$ cat src/rtl/multi_blink_ctrl.sv
// Multi-channel LED blink controller: NCH channels share one 1 ms tick prescaler,
// each runs OFF / ON / BLINK / BURST from a runtime-written config.
module multi_blink_ctrl #(
    parameter int unsigned F_CLK_HZ = 25_000_000,
    parameter int unsigned NCH      = 4,
    parameter int unsigned MS_W     = 12,
    parameter int unsigned BURST_W  = 8,
    localparam int unsigned CH_W    = (NCH > 1) ? $clog2(NCH) : 1
) (
    input  logic               clk,
    input  logic               rst,
    input  logic               wr_en,
    input  logic [CH_W-1:0]    wr_ch,
    input  logic [1:0]         wr_mode,
    input  logic [MS_W-1:0]    wr_on_ms,
    input  logic [MS_W-1:0]    wr_off_ms,
    input  logic [BURST_W-1:0] wr_burst,
    output logic [NCH-1:0]     led,
    output logic [NCH-1:0]     busy,
    output logic [NCH-1:0]     done
);

    localparam int unsigned TICK_DIV = F_CLK_HZ / 1000;
    localparam int unsigned PC_W     = $clog2(TICK_DIV);

    typedef enum logic [1:0] {StIdle, StOn, StOff} state_t;
    typedef enum logic [1:0] {ModeOff, ModeOn, ModeBlink, ModeBurst} mode_t;

    logic [PC_W-1:0] pcnt_q;
    logic            ms_tick;

    state_t       state_q     [NCH];
    state_t       state_d     [NCH];
    mode_t        mode_q      [NCH];
    mode_t        mode_d      [NCH];
    logic [MS_W-1:0]    on_ms_q     [NCH];
    logic [MS_W-1:0]    on_ms_d     [NCH];
    logic [MS_W-1:0]    off_ms_q    [NCH];
    logic [MS_W-1:0]    off_ms_d    [NCH];
    logic [MS_W-1:0]    ms_cnt_q    [NCH];
    logic [MS_W-1:0]    ms_cnt_d    [NCH];
    logic [BURST_W-1:0] burst_n_q   [NCH];
    logic [BURST_W-1:0] burst_n_d   [NCH];
    logic [BURST_W-1:0] burst_cnt_q [NCH];
    logic [BURST_W-1:0] burst_cnt_d [NCH];
    logic [NCH-1:0]     led_q, led_d, busy_q, busy_d, done_q, done_d;
    logic [MS_W-1:0]    on_last, off_last;

    // Free-running: writes never realign the tick, so the first phase may be short.
    always_ff @(posedge clk or posedge rst) begin
        if (rst) begin
            pcnt_q <= '0;
        end else if (ms_tick) begin
            pcnt_q <= '0;
        end else begin
            pcnt_q <= pcnt_q + PC_W'(1);
        end
    end

    assign ms_tick = (pcnt_q == PC_W'(TICK_DIV - 1));

    always_comb begin
        on_last  = '0;
        off_last = '0;
        led_d    = led_q;
        busy_d   = '0;
        done_d   = '0;
        for (int c = 0; c < NCH; c++) begin
            state_d[c]     = state_q[c];
            mode_d[c]      = mode_q[c];
            on_ms_d[c]     = on_ms_q[c];
            off_ms_d[c]    = off_ms_q[c];
            ms_cnt_d[c]    = ms_cnt_q[c];
            burst_n_d[c]   = burst_n_q[c];
            burst_cnt_d[c] = burst_cnt_q[c];
            // A zero phase length behaves as 1 ms.
            on_last  = (on_ms_q[c] == '0) ? '0 : on_ms_q[c] - MS_W'(1);
            off_last = (off_ms_q[c] == '0) ? '0 : off_ms_q[c] - MS_W'(1);

            if (wr_en && (32'(wr_ch) == c)) begin
                mode_d[c]      = mode_t'(wr_mode);
                on_ms_d[c]     = wr_on_ms;
                off_ms_d[c]    = wr_off_ms;
                burst_n_d[c]   = wr_burst;
                ms_cnt_d[c]    = '0;
                burst_cnt_d[c] = '0;
                unique case (mode_t'(wr_mode))
                    ModeOff: begin
                        state_d[c] = StIdle;
                        led_d[c]   = 1'b0;
                    end
                    ModeOn: begin
                        state_d[c] = StIdle;
                        led_d[c]   = 1'b1;
                    end
                    ModeBlink: begin
                        state_d[c] = StOn;
                        led_d[c]   = 1'b1;
                    end
                    ModeBurst: begin
                        if (wr_burst == '0) begin
                            state_d[c] = StIdle;
                            led_d[c]   = 1'b0;
                            done_d[c]  = 1'b1;
                        end else begin
                            state_d[c] = StOn;
                            led_d[c]   = 1'b1;
                        end
                    end
                endcase
            end else if (ms_tick) begin
                case (state_q[c])
                    StOn: begin
                        if (ms_cnt_q[c] == on_last) begin
                            state_d[c]  = StOff;
                            ms_cnt_d[c] = '0;
                            led_d[c]    = 1'b0;
                        end else begin
                            ms_cnt_d[c] = ms_cnt_q[c] + MS_W'(1);
                        end
                    end
                    StOff: begin
                        if (ms_cnt_q[c] == off_last) begin
                            ms_cnt_d[c] = '0;
                            if (mode_q[c] == ModeBurst) begin
                                burst_cnt_d[c] = burst_cnt_q[c] + BURST_W'(1);
                                if (burst_cnt_q[c] == burst_n_q[c] - BURST_W'(1)) begin
                                    state_d[c] = StIdle;
                                    led_d[c]   = 1'b0;
                                    done_d[c]  = 1'b1;
                                end else begin
                                    state_d[c] = StOn;
                                    led_d[c]   = 1'b1;
                                end
                            end else begin
                                state_d[c] = StOn;
                                led_d[c]   = 1'b1;
                            end
                        end else begin
                            ms_cnt_d[c] = ms_cnt_q[c] + MS_W'(1);
                        end
                    end
                    default: ;
                endcase
            end
            busy_d[c] = (state_d[c] != StIdle);
        end
    end

    always_ff @(posedge clk or posedge rst) begin
        if (rst) begin
            led_q  <= '0;
            busy_q <= '0;
            done_q <= '0;
            for (int c = 0; c < NCH; c++) begin
                state_q[c]     <= StIdle;
                mode_q[c]      <= ModeOff;
                on_ms_q[c]     <= '0;
                off_ms_q[c]    <= '0;
                ms_cnt_q[c]    <= '0;
                burst_n_q[c]   <= '0;
                burst_cnt_q[c] <= '0;
            end
        end else begin
            led_q  <= led_d;
            busy_q <= busy_d;
            done_q <= done_d;
            for (int c = 0; c < NCH; c++) begin
                state_q[c]     <= state_d[c];
                mode_q[c]      <= mode_d[c];
                on_ms_q[c]     <= on_ms_d[c];
                off_ms_q[c]    <= off_ms_d[c];
                ms_cnt_q[c]    <= ms_cnt_d[c];
                burst_n_q[c]   <= burst_n_d[c];
                burst_cnt_q[c] <= burst_cnt_d[c];
            end
        end
    end

    assign led  = led_q;
    assign busy = busy_q;
    assign done = done_q;

endmodule

$ cat config.mk
export PLATFORM = sky130hd
export DESIGN_NAME = multi_blink_ctrl
export DESIGN_NICKNAME = d
export VERILOG_FILES = /design/src/rtl/multi_blink_ctrl.sv
export SDC_FILE = /design/constraint.sdc
export NUM_CORES = 1
export LEC_CHECK = 0
export ABC_CLOCK_PERIOD_IN_PS = 22300
export CELL_PAD_IN_SITES_DETAIL_PLACEMENT = 0
export CELL_PAD_IN_SITES_GLOBAL_PLACEMENT = 1
export CORE_UTILIZATION = 40
export DETAILED_ROUTE_END_ITERATION = 10
export PLACE_DENSITY = 0.77
export REMOVE_ABC_BUFFERS = 1
export SLEW_MARGIN = 40
export SYNTH_ARGS = -nofsm -noshare
export SYNTH_HDL_FRONTEND = slang
export SYNTH_SLANG_ARGS = --single-unit
$ cat constraint.sdc
create_clock -name clk -period 22.3 [get_ports clk]
set_input_delay 4.46 -clock clk [delete_from_list [all_inputs] [get_ports clk]]
set_output_delay 4.46 -clock clk [all_outputs]
set_load 0.05 [all_outputs]
==> results.py <==
metrics = {
    "sta": {
        "slew_headroom_pct": 36.02,
        "finalCritPeriodShare_pct": 28.89,
        "setup-tns-final_ns": 0,
        "worstMarginPinSlew_ns": 0.9464,
        "worst_clock_skew_ns": 0.02341,
        "layout_min_cycle_time_ns": 6.444,
        "rsz0062_at_grt": "no",
        "finalHoldViolations": 0,
        "final-setup-viol-count": 0,
        "whs_ns": 0.4833,
        "max_freq_ghz": 0.1552,
        "slew_viol_final": 0,
    },
    "cts": {
        "ctsHoldBuffers": 0,
        "cts-root-buf": "clkbuf_16",
        "cts_tree": "built",
        "cts_num_sinks": 251,
        "path_clk_slew_ns": 0.06,
        "post_cts_buffers": 0,
        "clockBufferDepth": 3,
        "numCtsBuffers": 30,
        "cts_resized": 0,
        "htreeDepth": 1,
        "clk_latency_ns": 0.58,
    },
    "power_and_ir_drop": {
        "p_seq_share_pct": 38.5,
        "intPower_uw": 1003,
        "leakagePower_uw": 0.008042,
        "switching_share_pct": 32.23,
        "clkPwrFrac_pct": 38.9,
        "power_switching_uw": 477.1,
        "power_frac_comb_pct": 22.6,
        "ir_drop_v": 0.00005408,
        "power.density_nw_per_um2": 79.55,
    },
    "worst_hold_path": {
        "hold_path_class": "flip-flop to flip-flop",
        "whs_path_depth": 2,
        "min_to": "mode_q[4]",
        "hold_start": "mode_q[4]",
    },
    "floorplan": {
        "die_h_um": 205.7,
        "fp.coreArea_um2": 40920,
        "initial_core_util_pct": 40.56,
        "num_rows": 74,
        "ios": 51,
        "fp.dieW_um": 205.7,
        "die-area_um2": 42310,
    },
    "setup_path": {
        "cp_cell_sequence": "clkdlybuf4s50_1 -> inv_12 -> buf_6 -> buf_4",
        "path_max_fanout": 120,
        "crit_slowest_cell": "buf_4",
        "worstPathRequired_ns": 22.92,
        "path_class": "input port to asynchronous set/reset pin",
        "r2r_slack_ns": 17.98,
        "reg2reg_from": "off_ms_q[12]",
        "ff2ff_path_depth": 11,
        "setup.worst_path.end_class": "asynchronous set/reset pin",
        "worst_ep_arrival_time_ns": 7.07,
        "worstReg2RegEnd": "burst_cnt_q[14]",
        "cp_slowest_stage_delay_ns": 0.69,
        "cp-start-kind": "input port",
    },
    "logic_synthesis": {
        "synth_area_per_cell_um2": 8.132,
        "synth_edf_count": 0,
        "synth.distinct_cells": 86,
        "async_reset_ff_share_pct": 100.0,
        "netlist.area_leader.share_pct": 37.84,
        "yosys.area.top_type": "dfrtp_1",
        "synth.area.top_cells": "dfrtp_1 (38%), nand2_1 (9.7%), xnor2_1 (5.1%)",
        "synth_mux_area_share_pct": 2.480,
        "synth_area_um2": 16600,
        "synthAdderAreaFrac_pct": 2.412,
        "yosysMostFrequentCell": "nand2_1",
        "synth_common_cells": "nand2_1 (431), dfrtp_1 (251), nor2_1 (130)",
        "synth-warning-count": 0,
        "synth-compound-area-share_pct": 14.77,
        "synth-main-ff-cell": "dfrtp_1",
        "synth-simple-area-share_pct": 29.76,
        "synth_seq_cells": 251,
        "syn_inst": 2041,
        "synth_top_family_by_area": "simple AND/OR/NAND/NOR gates",
        "seq_area_frac_synth_pct": 37.84,
        "synth_xor_xnor_area_share_pct": 8.164,
    },
    "route": {
        "drt.antenna.violating_nets": 0,
        "wire_per_inst_um": 18.45,
        "drt_first_iter_violations": 1142,
        "vias": 14750,
        "firstDrtPassIters": 8,
        "routed_wl_um": 47400,
        "via_per_inst": 5.743,
        "remaining_drc_errors": 0,
    },
    "place": {
        "gp_congestion": 0.8959,
        "hpwl_um": 33450,
        "numPortBuffers": 50,
        "dpl.cell_count": 2513,
    },
    "finish": {
        "diodes": 0,
        "fillers": 4068,
        "fin_cells": 2569,
        "multiInputGateArea_um2": 9623,
        "nets": 2084,
        "seq_area_um2": 6281,
        "drive_gt1_share_pct": 5.940,
        "syn2layout_area_growth_pct": 12.11,
    },
    "global_route": {
        "grt_max_degree": 121,
        "grt_pass1_vias": 13740,
        "track_usage_pct": 22.86,
        "overflow": 0,
        "grt_pass1_wl_um": 76780,
        "antenna_found_initial": 0,
    },
    "flow_run": {
        "max_cap_violations": 0,
    },
    "status": {
        "status": "finished, final reports clean",
    },
}
## cells by family (layout without fill, tap and decap cells)
kind of cell / Yosys count / after routing
simple gates: 1006 / 1006
buf+inv: 196 / 192
mux: 41 / 41
flops: 251 / 251
fa+ha+maj: 32 / 32
compound gates: 362 / 362
xor+xnor: 153 / 153
## power groups by stage
stage	clock [µW]	sequential (µW)	combinational, µW
2_1_floorplan	0	564	245
3_3_place_gp	0	574	327
3_5_place_dp	0	576	334
4_1_cts	586	568	336
5_1_grt	602	579	377
6_report	575	570	335
## routing by layer
layer | track usage (%) | part of all wire (%) | wire [µm] | up-vias
li1 | - | - | - | 7156
met1 | 32.33 | 47 | 22310 | 7188
met2 | 36.29 | 46 | 21670 | 343
met3 | 2.930 | 4.6 | 2170 | 66
met4 | 6.746 | 2.6 | 1248 | 0
met5 | 0 | 0 | 0 | -
## flip-flops by register name, indices dropped and copies added, names as in the netlist
register / cells
burst_cnt_q: 32
burst_n_q: 32
busy: 4
done: 4
led: 4
mode_q: 8
ms_cnt_q: 48
off_ms_q: 48
on_ms_q: 48
pcnt_q: 15
state_q: 8
## placed cells by master, fill, tap and decap left out, types with 14 or more instances in the layout
| master | instances |
|---|---|
| nand2_1 | 431 |
| dfrtp_1 | 251 |
| nor2_1 | 126 |
| o21ai_0 | 100 |
| xnor2_1 | 97 |
| nand3_1 | 82 |
| inv_1 | 76 |
| nor3_1 | 70 |
| xor2_1 | 55 |
| nor4_1 | 54 |
| a21oi_1 | 52 |
| clkdlybuf4s50_1 | 50 |
| mux2i_1 | 40 |
| and3_1 | 32 |
| ha_1 | 32 |
| clkbuf_16 | 31 |
| nand4_1 | 29 |
| nand2b_1 | 26 |
| or3_1 | 24 |
| a31oi_1 | 24 |
| nor3b_1 | 17 |
| a211o_1 | 17 |
| o31ai_1 | 16 |
| a21o_1 | 16 |
| or4_1 | 15 |
| nor2b_1 | 14 |
## worst max path at each step
stage / cells after the start / start / to / slack (ns)
2_1_floorplan: 1 / rst / burst_cnt_q[0] / 10.94
3_3_place_gp: 4 / rst / burst_n_q[24] / 14.90
3_5_place_dp: 4 / rst / burst_n_q[24] / 15.24
4_1_cts: 4 / rst / burst_n_q[14] / 15.85
5_1_grt: 4 / rst / burst_n_q[24] / 15.56
6_report: 4 / rst / burst_n_q[5] / 15.86
## worst max-delay path: cells and delay by family
family	cells	cell delay, ns
buffers and inverters	4	2.25
## metrics by stage
step / total power (µW) / setup slack [ns] / util (%) / area [µm²]
after global routing: 1557 / 15.56 / 45.47 / 18610
after global placement: 900.8 / 14.90 / 42.48 / 17380
after detailed placement: 909.5 / 15.24 / 42.59 / 17430
after CTS: 1490 / 15.85 / 45.44 / 18600
after floorplan: 808.9 / 10.94 / - / 16130
final: 1480 / 15.86 / 45.47 / 18610
## cell type report
type | count | area share (%)
Clock buffer | 39 | 4.653
Clock inverter | 17 | 1.614
Inverter | 77 | 1.620
Multi-Input combinational cell | 1594 | 51.71
Sequential cell | 251 | 33.75
Tap cell | 532 | 3.577
Timing Repair Buffer | 59 | 3.073
Power figures use the tool's default switching activity.
==> edit (same flow settings) <==
Set the parameter `MS_W` to 6 (it was 12).
--- a/src/rtl/multi_blink_ctrl.sv
+++ b/src/rtl/multi_blink_ctrl.sv
@@ -3,7 +3,7 @@
 module multi_blink_ctrl #(
     parameter int unsigned F_CLK_HZ = 25_000_000,
     parameter int unsigned NCH      = 4,
-    parameter int unsigned MS_W     = 12,
+    parameter int unsigned MS_W     = 6,
     parameter int unsigned BURST_W  = 8,
     localparam int unsigned CH_W    = (NCH > 1) ? $clog2(NCH) : 1
 ) (
Interface: changed (resized wr_off_ms and wr_on_ms); port bits go from 51 to 39. The function was not compared with the original's and may differ.
==> edit against the original RTL <==
- count of clock-buffer cells in the layout fell by 21
- routed wire length fell by 43%
- worst setup slack got worse by 0.12 ns
- register-to-register slack improved by 1.1 ns
- sequential cell count fell by 72
- total power fell by 38%
- die area fell by 33%
- cell area fell by 34%
- largest power group is now registers
- synthesized area fell by 33%
- clock skew fell by 0.0099 ns
==> edit: results (changes against the original RTL) <==
| Metric | Value |
|---|---|
| Worst-margin pin slew | `0.786 ns (-0.160 ns)` |
| WL met3 | `874 um (-60%)` |
| Largest fanout on the critical path | `24 (-80%)` |
| GPL Wtd Cong | `0.809 (-9.7%)` |
| 1st-iter DRT viols | `618 (-46%)` |
| Slowest CP cell | `clkdlybuf4s50_1` |
| CTS buffer count | `17 (-43%)` |
| Fillers | `2698 (-34%)` |
| Drt first pass iters | `5 (-3)` |
| First-pass GRT wire length | `45500 um (-41%)` |
| Clock Latency Late Sink | `0.44 ns (-0.14 ns)` |
| CP max stage delay | `0.61 ns (-0.08 ns)` |
| H-tree depth | `4 (+3)` |
| Status | `finished clean` |
| Clock Tree Buf Depth | `2 (-1)` |
| Share of cells above drive strength 1 | `0.0606 (+0.00123)` |
| VDD IR max | `56.3 uV (+4.1%)` |
| Hpwl dp | `19400 um (-42%)` |
| Vias in the first global route | `8534 (-38%)` |
| Via Count | `8905 (-40%)` |
| Synth Area per Inst | `8.60 um^2 (+5.8%)` |
| Largest net degree at the start of global routing | `114 (-5.8%)` |
| Port Buffer Count | `38 (-24%)` |
| Reg2Reg Depth | `10 (-1)` |
| Synth area leaders | `dfrtp_1 40%, nand2_1 9.2%, xor2_1 5.4%` |
## edit: layout make-up
type,count,area [um^2],area share
sequential,179,4480,0.365
clock inverter,14,144,0.0117
multi-input combinational,999,6160,0.502
clock buffer,18,439,0.0358
timing repair buffer,44,429,0.0350
tap,341,427,0.0348
inverter,49,196,0.0160
## edit: where the power goes
part,switching [mW],internal (mW)
combinational,0.123,0.0916
sequential,0.0397,0.354
clock,0.144,0.161
total,0.307,0.607
## edit: final timing paths
path,end,slack (ns)
setup reg to reg,ms_cnt_q[23],19.11
hold reg to reg,mode_q[3],0.48
max in group asynchronous,burst_cnt_q[30],16.73
hold / removal,mode_q[3],0.48
setup / recovery,ms_cnt_q[16],15.74
min in group asynchronous,off_ms_q[7],4.48
## edit: through the flow
step	total power [mW]	hold WS (ns)	setup WS (ns)
after floorplan	0.554	0.450	12.98
after global placement	0.610	0.462	15.35
after detailed placement	0.614	0.470	15.31
after CTS	0.919	0.485	15.76
after global routing	0.964	0.515	15.56
final	0.914	0.484	15.74
## edit: tightest hold or removal path: stages, from the launching register on
cell and delay (ns):
dfrtp_1 0.34, nand2_1 0.05, o21ai_0 0.06
## edit: per-layer routing
layer | global-route usage | vias to the layer above
li1 | - | 4483
met1 | 0.285 | 4283
met2 | 0.328 | 123
met3 | 0.0308 | 16
met4 | 0.0431 | 0
met5 | 0 | -
## edit: cells by family (layout without fill, tap and decap cells)
kind of cell	after synthesis	count (layout)	share of synthesized area
AOI/OAI and AO/OA	227	227	0.142
xor gates and xnor gates	117	117	0.0926
adders and majority gates	32	32	0.0362
buffers and inverters	108	125	0.0400
DFF	179	179	0.405
muxes	15	15	0.0137
and+or+nand+nor	608	608	0.270
